`src/rtl/pcm_pkg.sv`:
```
// Shared definitions for the PCM record/playback path: FSM encodings and default sample pacing.
package pcm_pkg;

  typedef enum logic [1:0] {
    S_IDLE = 2'd0,
    S_CLR  = 2'd1,
    S_REC  = 2'd2,
    S_PLAY = 2'd3
  } pcm_state_t;

  // 50 MHz core clock / 16 kHz sample rate
  localparam int CLK_DIV_DEFAULT = 3125;

endpackage

```
`src/rtl/sample_tick_gen.sv`:
```
// Playback pacing: free-running divider, one-cycle tick every clk_div clocks while en is high.
// Counter is held at zero whenever en is low, so the first tick lands clk_div cycles after enable.
module sample_tick_gen #(
  parameter int clk_div = 3125
) (
  input  logic clk,
  input  logic reset,
  input  logic en,
  output logic tick
);

  localparam int CW = $clog2(clk_div);
  localparam logic [CW-1:0] TERM = CW'(clk_div - 1);

  logic [CW-1:0] cnt;

  always_ff @(posedge clk) begin
    if (reset || !en) begin
      cnt <= '0;
    end else if (cnt == TERM) begin
      cnt <= '0;
    end else begin
      cnt <= cnt + CW'(1);
    end
  end

  assign tick = en && (cnt == TERM);

endmodule

```
`src/rtl/pcm_fifo_ctrl.sv`:
```
// Record/playback sequencer driving the cyclic sample FIFO; every output is registered (1-cycle latency).
// No backpressure: samples arriving while full set overrun and end the recording.
module pcm_fifo_ctrl
  import pcm_pkg::*;
#(
  parameter int dat_width = 16,
  parameter int adr_width = 12,
  parameter int clk_div   = CLK_DIV_DEFAULT
) (
  input  logic                 clk,
  input  logic                 reset,
  input  logic                 rec_start,
  input  logic                 play_start,
  input  logic                 stop,
  input  logic [dat_width-1:0] sample_in,
  input  logic                 sample_vld,
  output logic                 fifo_clr,
  output logic                 fifo_wr,
  output logic                 fifo_rd,
  output logic [dat_width-1:0] fifo_din,
  input  logic [dat_width-1:0] fifo_dout,
  input  logic                 fifo_empty,
  input  logic                 fifo_full,
  output logic [dat_width-1:0] pcm_out,
  output logic                 pcm_vld,
  output logic [adr_width:0]   n_samples,
  output logic                 busy,
  output logic                 done,
  output logic                 overrun
);

  localparam logic [adr_width:0] DEPTH = {1'b1, {adr_width{1'b0}}};
  localparam logic [adr_width:0] ONE   = (adr_width+1)'(1);

  pcm_state_t state;
  logic       tick;

  sample_tick_gen #(
    .clk_div (clk_div)
  ) u_tick (
    .clk   (clk),
    .reset (reset),
    .en    (state == S_PLAY),
    .tick  (tick)
  );

  always_ff @(posedge clk) begin
    if (reset) begin
      state     <= S_IDLE;
      fifo_clr  <= 1'b1;
      fifo_wr   <= 1'b0;
      fifo_rd   <= 1'b0;
      fifo_din  <= '0;
      pcm_out   <= '0;
      pcm_vld   <= 1'b0;
      n_samples <= '0;
      busy      <= 1'b0;
      done      <= 1'b0;
      overrun   <= 1'b0;
    end else begin
      fifo_clr <= 1'b0;
      fifo_wr  <= 1'b0;
      fifo_rd  <= 1'b0;
      pcm_vld  <= 1'b0;
      done     <= 1'b0;

      case (state)
        S_IDLE: begin
          if (rec_start) begin
            state     <= S_CLR;
            busy      <= 1'b1;
            fifo_clr  <= 1'b1;
            n_samples <= '0;
            overrun   <= 1'b0;
          end else if (play_start && (n_samples != '0)) begin
            state <= S_PLAY;
            busy  <= 1'b1;
          end
        end

        S_CLR: begin
          state <= stop ? S_IDLE : S_REC;
          busy  <= !stop;
        end

        S_REC: begin
          if (stop) begin
            state <= S_IDLE;
            busy  <= 1'b0;
          end else if (n_samples == DEPTH) begin
            state <= S_IDLE;
            busy  <= 1'b0;
            done  <= 1'b1;
          end else if (sample_vld) begin
            if (fifo_full) begin
              overrun <= 1'b1;
              state   <= S_IDLE;
              busy    <= 1'b0;
              done    <= 1'b1;
            end else if (!fifo_wr) begin
              // FIFO pointers move on the rd|wr edge, so back-to-back writes would merge
              fifo_din  <= sample_in;
              fifo_wr   <= 1'b1;
              n_samples <= n_samples + ONE;
            end
          end
        end

        S_PLAY: begin
          if (stop) begin
            state <= S_IDLE;
            busy  <= 1'b0;
          end else if (tick) begin
            if (!fifo_empty) begin
              pcm_out <= fifo_dout;
              pcm_vld <= 1'b1;
              fifo_rd <= 1'b1;
              if (n_samples != '0) n_samples <= n_samples - ONE;
            end else begin
              state <= S_IDLE;
              busy  <= 1'b0;
              done  <= 1'b1;
            end
          end
        end

        default: begin
          state <= S_IDLE;
          busy  <= 1'b0;
        end
      endcase
    end
  end

endmodule

```
`config.mk`:
```
export PLATFORM = sky130hd
export DESIGN_NAME = pcm_fifo_ctrl
export DESIGN_NICKNAME = d
export VERILOG_FILES = /design/src/rtl/pcm_pkg.sv /design/src/rtl/sample_tick_gen.sv /design/src/rtl/pcm_fifo_ctrl.sv
export SDC_FILE = /design/constraint.sdc
export NUM_CORES = 1
export LEC_CHECK = 0
export CORE_MARGIN = 2
export CORE_UTILIZATION = 45
export CTS_BUF_LIST = sky130_fd_sc_hd__clkbuf_8
export CTS_CLUSTER_SIZE = 25
export DETAILED_ROUTE_END_ITERATION = 8
export GPL_TIMING_DRIVEN = 1
export PLACE_DENSITY = 0.79
export SLEW_MARGIN = 20
export SYNTH_ARGS = -nofsm -noshare
export SYNTH_HDL_FRONTEND = slang
export SYNTH_SLANG_ARGS = --single-unit
```
`constraint.sdc`:
```
create_clock -name clk -period 2.4 [get_ports clk]
set_clock_uncertainty 0.15 [all_clocks]
set_input_delay 0.24 -clock clk [delete_from_list [all_inputs] [get_ports clk]]
set_output_delay 0.24 -clock clk [all_outputs]
set_load 0.01 [all_outputs]
```
---- After elaboration in Yosys (flattened, before gate mapping) ----
Cells that the tools add are included.
W data, S select, Z words.
storage, ports and cells
  logic and storage cells ................. 111
  register bits after elaboration ......... 65
  output and inout port bits .............. 52
cells by class
  equality and inequality tests ........... 21
  mux-type cells .......................... 50
  add/sub/neg operators ................... 3
  reduce and logical (&&, ||, !) cells .... 17
  bitwise logic cells ..................... 9
operators with widths
  operator                 number
  $mux W13                 10
  $pmux W13 S3             1
  $mux W1                  25
  $ne A2 B2 Y1 const B     11
  $mux W2                  10
  $add A13 B1 Y13 const B  1
  $eq A13 B13 Y1 const B   1
  $reduce_bool A13 Y1      1
  $sub A13 B1 Y13 const B  1
  $add A12 B1 Y12 const B  1
  $eq A12 B12 Y1 const B   1
  $reduce_and A6 Y1        2
  $reduce_and A11 Y1       1
  $ne A3 B3 Y1 const B     3
  $not A1 Y1               9
  $ne A4 B4 Y1 const B     2
  $pmux W2 S4              1
  $reduce_or A6 Y1         1
  $reduce_and A5 Y1        1
  $eq A2 B2 Y1 const B     2
  $pmux W1 S2              2
  $pmux W1 S4              1
  $reduce_and A4 Y1        1
  $reduce_or A4 Y1         1
  8 further kinds          10

---- Depth between registers and ports, before layout ----
Gate-level depths: netlist (run 1).
  depth in word-level cells ............... 7
  gate-level depth with buffers ........... 9
  gate-level depth less buffers ........... 9

---- Modules after synthesis ----
Synthesis (run 1) repeated with hierarchy kept, for this count alone.
second synthesis, totals
  cells, all modules ...................... 384
  area, all modules ....................... 3230.6 um^2
modules (own cells, without submodules)
  module           instances  cells an instance  area an instance (um^2)
  pcm_fifo_ctrl    1          320                2652.5
  sample_tick_gen  1          64                 578.1

---- Least setup slack after synthesis (run 1) ----
OpenSTA, ideal clock, no wires.
  kind .................................... reg-to-reg
  start point ............................. register state[0]
  end point ............................... register n_samples[12]
  data required time ...................... 2185 ps
  clock period less this slack ............ 2244 ps
  setup slack ............................. 156 ps
  stages on the path, launching flop included .. 10
  data arrival time ....................... 2029 ps
  cell sequence ........................... dfxtp_1 nand2_2 xnor2_1 ha_1 nor2_1 a31oi_1 and3_1 a221oi_2 mux4_2 nor2_1
on the way
  word-level cells in the longest chain between the ends .. 4
ends and longest elaborated chain
  what                          line                                      source
  start, declared               pcm_fifo_ctrl.sv:35                       pcm_state_t state;
  start signal, assigned        pcm_fifo_ctrl.sv:82                       state <= stop ? S_IDLE : S_REC;
  $eq A2 B2 Y1                  pcm_fifo_ctrl.sv:43, pcm_fifo_ctrl.sv:67
  $logic_and A1 B1 Y1           sample_tick_gen.sv:27                     assign tick = en && (cnt == TERM);
  $ne A2 B2 Y1 (no line)        n/a
  $reduce_and A11 Y1 (no line)  n/a
  end signal, assigned          pcm_fifo_ctrl.sv:104                      n_samples <= n_samples + ONE;
  end signal, assigned          pcm_fifo_ctrl.sv:118                      if (n_samples != '0) n_samples <= n_samples - ONE;
  end, declared                 pcm_fifo_ctrl.sv:26                       output logic [adr_width:0] n_samples,
Several ways; a longest one is shown, not always the timed one.
A chain may end at the register's enable or synchronous reset.

---- Worst setup path in the final report (run 1) ----
  start point ............................. register u_tick.cnt[0]
  end point ............................... register n_samples[11]
on the way
  word-level cells in the longest chain between the ends .. 4
ends and longest elaborated chain
  what                          line                   source
  start, declared               sample_tick_gen.sv:15  logic [CW-1:0] cnt;
  start signal, assigned        sample_tick_gen.sv:23  cnt <= cnt + CW'(1);
  $eq A12 B12 Y1                sample_tick_gen.sv:27
  $logic_and A1 B1 Y1           sample_tick_gen.sv:27
  $ne A2 B2 Y1 (no line)        n/a
  $reduce_and A11 Y1 (no line)  n/a
No other way between the ends.

==> summary.txt, run 1 <==
Clock tree
  • CTS Sinks: 65
  • Post-CTS setup buffers: 0
  • CTS resizes: 0
  • CTS tree: done
  • Htree depth: 3
  • Clock buffer count from CTS: 9
  • Skew-Pair Late Insertion Delay: about 0.34 ns
  • Clock root buffer: clkbuf_8
  • Clock Tree Buf Depth: 2
  • CTS clk-pin slew, worst paths: 0.08 ns
  • Hold-fix buffers at CTS: 0

Floorplanning
  • Site Rows: 31
  • Core area: approximately 0.0072 mm2
  • Starting density of the core: 0.459
  • Die height: 89.6 um
  • Boundary Pins: 92
  • Total die area: about 0.0080 mm2
  • Die Wd: roughly 90 um

Setup path
  • CP Cell Sequence: inv_1 -> ha_1 -> or4bb_1 -> nor4_4 -> o32a_2 -> o21ai_4 -> a31oi_1 -> a221oi_2
  • Critical path class: reg2reg
  • Worst R2R Path Depth: 8
  • Worst path required time: about 2.5 ns
  • Terminus of the critical flop-to-flop path: n_samples[11]$_SDFFE_PP0P_
  • Setup crit start kind: register
  • CP max stage delay: approximately 0.56 ns
  • R2R Path Start: u_tick.cnt[0]$_SDFF_PP0_
  • Worst Setup End Kind: register
  • Worst Path Max Fanout: 14
  • Worst setup path end: n_samples[11]$_SDFFE_PP0P_
  • Worst path arrival time: 2.34 ns
  • Register-to-register setup slack: between 0.1 and 0.15 ns
  • Crit. Startpoint: u_tick.cnt[0]$_SDFF_PP0_
  • Slowest CP cell: or4bb_1

Logic synthesis
  • Yosys top cell by area: dfxtp_1
  • Synth area leaders: dfxtp_1 39%, nand2_1 9.3%, a21oi_1 7.0%
  • Register area share after synthesis: 0.395
  • Ys flop type: dfxtp_1
  • Cell Area, Synth: 0.00330 mm2
  • Share of the synthesized area in the top cell type: 0.395
  • Count of cell types in the netlist: 68
  • Avg Cell Area, Syn: about 8.1 um2
  • Seq cells post-synth: 65
  • Cell count after synthesis: about 410
  • Post-synth EDFFs: 0
  • YS warnings: 0
  • Commonest cells post-synth: 82 x nand2_1, 65 x dfxtp_1, 46 x a21oi_1, 30 x nor2_1, 13 x clkbuf_1
  • Syn Nets: around 450
  • Most frequent cell after synthesis: nand2_1
  • Async SR Flop Fraction: 0

Final layout
  • Final Instance Area: roughly 0.0046 mm2
  • N_diodes: 0
  • Synth-to-layout area growth: 40.3%
  • Share of layout cells above drive strength 1: 0.119
  • Finished Layout Cells: ~610
  • Final core occ: 0.644
  • Final-stage net count: between 500 and 600

Global route
  • Initial antenna violation count: 0
  • First-pass GRT wire length: between 10000 and 15000 um
  • Global-route usage over all layers: 0.231
  • Grt ovf: 0
  • Vias in the first global route: around 3100
  • Largest net degree at the start of global routing: 34

STA
  • Final Max Slew Viols: 0
  • Fmax: 438 MHz
  • Crit share post-route: 0.952
  • Final-report hold violation count: 0
  • WHS: about 0.19 ns
  • RSZ-0062 raised after global routing: true
  • Final setup fails: 0
  • Final worst path period need: about 2.3 ns
  • Max-slew headroom: 0.700
  • Worst Max-Slew Pin Slew: between 0.4 and 0.5 ns

Routing
  • Routed wire length per instance: between 10 and 15 um
  • Total wire length: slightly below 9000 um
  • Initial DRC count: approximately 180
  • Wire length on met1: ~3900 um
  • Highest Signal Layer: met4
  • DR WL met3: between 800 and 900 um
  • Drt first pass iters: 5
  • Antenna viol nets, final: 0
  • Routed vias/inst: approximately 5.4
  • DR DRC count: 0
  • Routed met2 length: 4080 um
  • Via count: approximately 3300

Job
  • Maximum capacitance violations: 0

Power
  • Net Switching: around 690 uW
  • Int Power: 2.02 mW
  • Leak Pwr: between 1.5 and 2 nW
  • Combinational share of power: 0.163
  • Total power: between 2 and 3 mW
  • Sw frac: 0.256
  • Flop pwr share: 0.414
  • Clock power frac: 0.423
  • VDD IR max: between 0.3 and 0.4 mV
  • Power density cells: between 500 and 600 mW/mm2

Placed design
  • Area post-placement: between 0.004 and 0.005 mm2
  • Placed insts: between 500 and 600
  • Hpwl dp: approximately 6400 um
  • RePlAce Congestion: about 0.84
  • Port-buffer cells: 91

Status
  • Status: finished clean

Worst hold path
  • Hold Path Class: in2reg
[critical path: cells and delay by family, from the launching register on]
kind	cells	cell delay, ns
flip-flops	1	0.34
AND/OR/NAND/NOR	2	0.76
adder cells (fa/ha/maj)	1	0.15
buffers and inverters	1	0.07
AO/OA/AOI/OAI	4	0.69
[final cells by class]
type	instances	area, um2
Inverter	10	37.5
Timing Repair Buffer	115	1090
Sequential cell	65	1300
Clock inverter	6	106
Multi-Input combinational cell	306	1830
Clock buffer	10	138
Tap cell	99	124
Fill cell	571	2550
[per-stage QoR]
stage                     setup TNS, ns  worst slack, ns
after floorplan                       0            0.156
after global placement                0            0.134
after detailed placement              0           0.0280
after CTS                             0          0.00483
after global routing           -0.00355         -0.00244
final                                 0            0.116
[layout by cell type, fill, tap and decap left out, drive strengths merged, types with 6 or more instances in the layout]
cell and instances:
clkdlybuf4s50 90, o21ai 12, nand3 12, a31oi 9, inv 10, a21oi 47
and3 7, xor2 6, clkbuf 10, nor3 11, dfxtp 65, buf 25
xnor2 6, nand2 83, nor2 30, or3 11
[power by group through the flow]
stage | Sequential (mW) | Clock, mW | Combinational (mW)
2_1_floorplan | 1.15 | 0 | 0.256
3_3_place_gp | 1.14 | 0 | 0.423
3_5_place_dp | 1.15 | 0 | 0.431
4_1_cts | 1.12 | 1.16 | 0.434
5_1_grt | 1.12 | 1.21 | 0.485
6_report | 1.12 | 1.15 | 0.442
[per-layer routing]
layer | vias up | track usage
li1 | 1630 | -
met3 | 9 | 0.0750
met2 | 143 | 0.367
met5 | - | 0
met1 | 1544 | 0.290
met4 | 0 | 0.0909
[worst min path at each step]
stage                                         from                       end  slack, ns  cells after the start
after floorplan                       sample_in[0]  fifo_din[0]$_SDFFE_PP0P_       0.23                      2
after global placement    pcm_out[15]$_SDFFE_PP0P_  pcm_out[15]$_SDFFE_PP0P_       0.29                      2
after detailed placement  pcm_out[14]$_SDFFE_PP0P_  pcm_out[14]$_SDFFE_PP0P_       0.30                      2
after CTS                                    reset        fifo_wr$_SDFF_PP0_       0.18                      2
after global routing                         reset  fifo_din[2]$_SDFFE_PP0P_       0.22                      2
final                                        reset        fifo_wr$_SDFF_PP0_       0.19                      2
[sequential cells by signal (all words and copies together) (netlist names), 2 cells and up]
signal and cells:
fifo_din 16, pcm_out 16, n_samples 13, u_tick.cnt 12, state 2
[kinds of logic (layout without fill, tap and decap cells)]
logic type,Yosys count,count (layout),synth area share
compound gates,93,93,0.184
xor+xnor,12,12,0.0319
fa+ha+maj,5,5,0.0190
buf+inv,38,141,0.0562
flops,65,65,0.395
mux,3,3,0.0129
simple gates,193,193,0.301
Power figures use the tool's default switching activity.
==> run 2, diff against run 1 <==
--- a/config.mk
+++ b/config.mk
@@ -5,7 +5,7 @@
 export SDC_FILE = /design/constraint.sdc
 export NUM_CORES = 1
 export LEC_CHECK = 0
-export CORE_MARGIN = 2
+export CORE_MARGIN = 4
 export CORE_UTILIZATION = 45
 export CTS_BUF_LIST = sky130_fd_sc_hd__clkbuf_8
 export CTS_CLUSTER_SIZE = 25
==> summary.txt, run 2 (synthesis results as in run 1) <==
Setup path
  • Worst Path Max Fanout: 14
  • Slowest CP cell: or4bb_1
  • CP bufs+invs: 1
  • Worst path required time: 2.45 ns
  • CP Cell Sequence: inv_1 -> ha_1 -> or4bb_1 -> nor4_2 -> o21a_1 -> o21ai_4 -> a31oi_1 -> a221oi_2
  • CP max stage delay: approximately 0.53 ns
  • CP delay by family, top: simple AND/OR/NAND/NOR gates
  • Setup crit start kind: register
  • Critical path class: reg2reg
  • Worst path arrival time: between 2 and 2.5 ns
  • Worst Setup End Kind: register

Floorplanning
  • Die height: between 90 and 100 um
  • Die Wd: 93.6 um
  • Total die area: 0.00876 mm2
  • Site Rows: 30
  • Starting density of the core: 0.475
  • Core area: 0.00694 mm2
  • Boundary Pins: 92

Routing
  • Total wire length: roughly 9100 um
  • Drt first pass iters: 5
  • Routed wire length per instance: roughly 15 um
  • Routed vias/inst: roughly 5.4
  • Initial DRC count: 176
  • Via count: between 3000 and 4000
  • DR DRC count: 0
  • Antenna viol nets, final: 0

Power
  • Leak Pwr: 1.58 nW
  • VDD IR max: 0.342 mV
  • Power density cells: about 540 mW/mm2

STA
  • Final setup fails: 0
  • Final Max Slew Viols: 0
  • Max-slew headroom: 0.609
  • Final worst path period need: ~2.3 ns
  • Setup_tns: 0 ns
  • Final-report hold violation count: 0
  • Worst Max-Slew Pin Slew: between 0.5 and 0.6 ns
  • Final worst slack: 0.137 ns
  • RSZ-0062 raised after global routing: true
  • Crit share post-route: 0.943
  • Fmax: ~440 MHz

Global route
  • Grt ovf: 0
  • Initial antenna violation count: 0
  • Largest net degree at the start of global routing: 31
  • Global-route usage over all layers: 0.214
  • Vias in the first global route: 3346
  • First-pass GRT wire length: 15100 um

Clock tree
  • Clock buffer count from CTS: 9
  • CTS tree: done
  • Post-CTS setup buffers: 0
  • CTS Sinks: between 60 and 70
  • Skew-Pair Late Insertion Delay: about 0.34 ns
  • Clock Tree Buf Depth: 2
  • Clock root buffer: clkbuf_8
  • Htree depth: 3
  • CTS clk-pin slew, worst paths: approximately 0.070 ns

Final layout
  • Most common cell after layout, fill and taps aside: clkdlybuf4s50_1
  • Share of layout cells above drive strength 1: 0.125
  • Most frequent cells in the layout: 90 x clkdlybuf4s50_1, 82 x nand2_1, 65 x dfxtp_1
  • Largest regs: fifo_din (16), pcm_out (16), n_samples (13)
  • N_diodes: 0
  • Synth-to-layout area growth: 38.7%
  • Final-stage net count: about 550

Placed design
  • Place WS: between 0.1 and 0.15 ns
  • Hpwl dp: about 6600 um
  • RePlAce Congestion: between 0.8 and 0.9
  • Port-buffer cells: 91

Job
  • Maximum capacitance violations: 0

Status
  • Status: finished clean

Worst hold path
  • Hold Path Class: in2reg
run 2: final timing paths:
check,start,slack [ns],to,cells past startpoint
worst max register to register,u_tick.cnt[0]$_SDFF_PP0_,0.14,n_samples[11]$_SDFFE_PP0P_,8
worst min register to register,pcm_out[9]$_SDFFE_PP0P_,0.30,pcm_out[9]$_SDFFE_PP0P_,2
worst min-delay path,reset,0.26,n_samples[1]$_SDFFE_PP0P_,2
worst max-delay path,u_tick.cnt[0]$_SDFF_PP0_,0.14,n_samples[11]$_SDFFE_PP0P_,8
run 2: power breakdown:
group          switching, mW  internal, mW
Sequential            0.0179          1.10
Clock                  0.429         0.470
Combinational          0.243         0.209
run 2: routing by layer:
layer / track usage / vias to the layer above / part of all wire
met1: 0.243 / 1572 / 0.41
met2: 0.374 / 103 / 0.50
met3: 0.0603 / 16 / 0.065
li1: - / 1631 / -
met5: 0 / - / 0
met4: 0.0927 / 0 / 0.020
run 2: final cells by class:
class / instances / area (um2)
inverters: 10 / 37.5
repair buffers: 117 / 1100
multi-input cells: 306 / 1820
well taps: 96 / 120
clock inverters: 7 / 62.6
fillers: 580 / 2370
flip-flops and latches: 65 / 1300
clock buffers: 9 / 124
run 2: repair_timing:
item	CTS	global route
hold buffers	0	0
hold endpoints to repair	0	0
endpoints found under the setup margin	0	8
resized for setup	0	4
run 2: per-stage QoR:
step                      cell area [um2]  cells  hold slack, ns  total power, mW  utilization
final                                4570    610           0.260             2.47        0.658
after CTS                            4560    610           0.246             2.48        0.656
after detailed placement             4370    594           0.295             1.59        0.629
after floorplan                      3300    409           0.226             1.41            -
after global placement               4370    594           0.288             1.58        0.629
after global routing                 4570    610           0.289             2.58        0.658
==> run 3, diff against run 2 <==
--- a/config.mk
+++ b/config.mk
@@ -6,13 +6,13 @@
 export NUM_CORES = 1
 export LEC_CHECK = 0
 export CORE_MARGIN = 4
-export CORE_UTILIZATION = 45
+export CORE_UTILIZATION = 49
 export CTS_BUF_LIST = sky130_fd_sc_hd__clkbuf_8
 export CTS_CLUSTER_SIZE = 25
 export DETAILED_ROUTE_END_ITERATION = 8
-export GPL_TIMING_DRIVEN = 1
-export PLACE_DENSITY = 0.79
+export PLACE_DENSITY = 0.82
 export SLEW_MARGIN = 20
 export SYNTH_ARGS = -nofsm -noshare
 export SYNTH_HDL_FRONTEND = slang
+export SYNTH_HIERARCHICAL = 1
 export SYNTH_SLANG_ARGS = --single-unit
==> constraint.sdc (replaced) <==
create_clock -name clk -period 2.1 [get_ports clk]
set_clock_uncertainty 0.15 [all_clocks]
set_input_delay 0.21 -clock clk [delete_from_list [all_inputs] [get_ports clk]]
set_output_delay 0.21 -clock clk [all_outputs]
set_load 0.01 [all_outputs]
==> summary.txt, run 3 <==
Logic synthesis
  • Cell Area, Synth: approximately 0.0032 mm2
  • Register area share after synthesis: 0.403
  • Post-synth EDFFs: 0
  • Cell count after synthesis: approximately 380
  • Yosys top cell by area: dfxtp_1
  • Count of cell types in the netlist: 62
  • Commonest cells post-synth: 65 x dfxtp_1, 52 x nand2_1, 41 x a21oi_1, 41 x nor2_1, 19 x mux2i_1
  • YS warnings: 6
  • Share of the synthesized area in the top cell type: 0.403
  • Syn Nets: ~430
  • Avg Cell Area, Syn: 8.41 um2
  • Async SR Flop Fraction: 0
  • Synth area leaders: dfxtp_1 40%, a21oi_1 6.4%, nand2_1 6.0%
  • Ys flop type: dfxtp_1
  • Most frequent cell after synthesis: dfxtp_1
  • Seq cells post-synth: 65

Power
  • Leak Pwr: roughly 2.0 nW
  • VDD IR max: about 0.64 mV
  • Total power: 3.02 mW
  • Power density cells: 585 mW/mm2

Global route
  • Vias in the first global route: about 3200
  • Met3 usage: 0.0829
  • Grt ovf: 0
  • Met1 Usage GRT: 0.266
  • Met2 Usage GRT: 0.386
  • Initial antenna violation count: 0
  • Largest net degree at the start of global routing: 29
  • Global-route usage over all layers: 0.234
  • Gr busiest metal: met2
  • First-pass GRT wire length: between 10000 and 15000 um

STA
  • Final worst slack: -0.130 ns
  • Worst Max-Slew Pin Slew: between 0.5 and 0.6 ns
  • Final setup fails: 25
  • Setup_tns: -0.945 ns
  • Final Max Slew Viols: 0
  • Max-slew headroom: 0.607
  • Fmax: between 400 and 500 MHz
  • Final-report hold violation count: 0
  • Crit share post-route: 1.06
  • RSZ-0062 raised after global routing: true
  • Final worst path period need: approximately 2.2 ns

Clock tree
  • Htree depth: 3
  • CTS tree: done
  • Clock root buffer: clkbuf_8
  • Clock buffer count from CTS: 9
  • CTS clk-pin slew, worst paths: around 0.08 ns
  • Clock Tree Buf Depth: 2
  • CTS Sinks: 65
  • Skew-Pair Late Insertion Delay: approximately 0.34 ns

Final layout
  • Final-stage net count: about 570
  • Fillers: 378
  • Share of layout cells above drive strength 1: 0.300
  • Synth-to-layout area growth: 59.7%
  • Largest regs: fifo_din (16), pcm_out (16), n_samples (13)
  • Final core occ: 0.808
  • N_diodes: 0
  • Finished Layout Cells: about 600
  • Most common cell after layout, fill and taps aside: clkdlybuf4s50_1
  • Most frequent cells in the layout: 90 x clkdlybuf4s50_1, 60 x dfxtp_1, 51 x buf_4

Floorplanning
  • Starting density of the core: 0.506
  • Total die area: just under 0.008 mm2
  • Boundary Pins: 92
  • Die Wd: a little under 90 um
  • Core area: 0.00639 mm2
  • Die height: a little under 90 um
  • Site Rows: 29

Job
  • Maximum capacitance violations: 0

Routing
  • Drt first pass iters: 5
  • DR DRC count: 0
  • Routed vias/inst: roughly 5.9
  • Routed wire length per instance: 18.0 um
  • Antenna viol nets, final: 0
  • Initial DRC count: about 240
  • Via count: approximately 3600
  • Total wire length: 10900 um

Setup path
  • Worst path arrival time: 2.30 ns
  • Worst Path Max Fanout: 5
  • R2R Path Start: n_samples[10]$_SDFFE_PP0P_
  • Register-to-register setup slack: -0.13 ns
  • Setup crit start kind: register
  • Worst path required time: about 2.2 ns
  • Worst R2R Path Depth: 8
  • Terminus of the critical flop-to-flop path: n_samples[2]$_SDFFE_PP0P_
  • Critical path class: reg2reg
  • Worst Setup End Kind: register

Worst hold path
  • Hold Path Class: in2reg
  • Hold path depth: 2
  • WHS Endpoint: fifo_din[12]$_SDFFE_PP0P_
  • Hold path start: reset

Placed design
  • Placed insts: ~580
  • Hpwl dp: 6470 um
  • Place WS: -0.184 ns
  • RePlAce Congestion: just under 0.9
  • Port-buffer cells: 91

Status
  • Status: finished, violations left
  • Failing checks: setup timing
run 3: cell types whose count changed in the layout (fill, tap and decap cells not counted), moves of 5 or more:
cell	change
nand2_1	-50
nor3_1	-5
a21oi_1	-27
dfxtp_2	+5
mux2i_1	+17
nor2_1	+11
a31oi_1	-6
a21oi_2	+22
buf_4	+25
dfxtp_1	-5
nand2_4	+18
run 3: layer usage:
metal  up-vias  share of wire  routed length [um]
met4         0          0.036                 390
met5         -              0                   0
met1      1708           0.37                4070
met3        39          0.081                 885
li1       1652              -                   -
met2       187           0.51                5550
run 3: cell type report:
cell class | instances | area [um2] | area share
well taps | 77 | 96.3 | 0.0187
clock inverters | 5 | 85.1 | 0.0165
repair buffers | 149 | 1400 | 0.272
multi-input cells | 287 | 2080 | 0.403
flip-flops and latches | 65 | 1310 | 0.253
inverters | 10 | 37.5 | 0.00727
clock buffers | 11 | 151 | 0.0293
run 3: how the worst max path moves through the flow:
stage / slack, ns / startpoint / depth (start not counted) / end
2_1_floorplan: -0.20 / state[1]$_SDFFE_PP0P_ / 10 / n_samples[6]$_SDFFE_PP0P_
3_3_place_gp: -0.12 / u_tick/cnt[8]$_SDFF_PP0_ / 7 / n_samples[5]$_SDFFE_PP0P_
3_5_place_dp: -0.18 / u_tick/cnt[8]$_SDFF_PP0_ / 7 / n_samples[3]$_SDFFE_PP0P_
4_1_cts: -0.10 / u_tick/cnt[8]$_SDFF_PP0_ / 9 / n_samples[2]$_SDFFE_PP0P_
5_1_grt: -0.19 / state[1]$_SDFFE_PP0P_ / 8 / n_samples[6]$_SDFFE_PP0P_
6_report: -0.13 / n_samples[10]$_SDFFE_PP0P_ / 8 / n_samples[2]$_SDFFE_PP0P_
run 3: what timing repair did:
action / 4_1_cts / 5_1_grt
setup endpoints to repair: 28 / 48
setup buffers: 3 / 6
cloned: 1 / 3
pin swaps: 2 / 33
gates resized for setup: 15 / 74
endpoints found under the hold margin: 0 / 0
hold buffers: 0 / 0
run 3: cell families after synthesis:
logic type | Yosys count | share of synthesized area
and+or+nand+nor | 175 | 0.293
xor gates and xnor gates | 6 | 0.0163
DFF | 65 | 0.403
adders and majority gates | 4 | 0.0155
buffers and inverters | 33 | 0.0519
muxes | 19 | 0.0589
AOI/OAI and AO/OA | 82 | 0.162
run 3: stage by stage:
stage | hold slack [ns] | cell area [um2]
global route | 0.192 | 5160
global placement | 0.290 | 4490
CTS | 0.158 | 4810
detailed placement | 0.296 | 4490
floorplan | 0.196 | 3300
finish | 0.178 | 5160
run 3: worst max-delay path, stage by stage, from the launching register on:
cell	delay (ns)
dfxtp_1	0.37
nor4_2	0.50
nand4_1	0.19
buf_4	0.20
a21boi_2	0.23
buf_6	0.18
nor3_2	0.05
a21oi_1	0.13
o32ai_1	0.09
run 3: where the power goes:
group | internal (mW) | switching [mW]
Combinational | 0.227 | 0.254
Clock | 0.740 | 0.525
Sequential | 1.26 | 0.0170
Total | 2.22 | 0.796
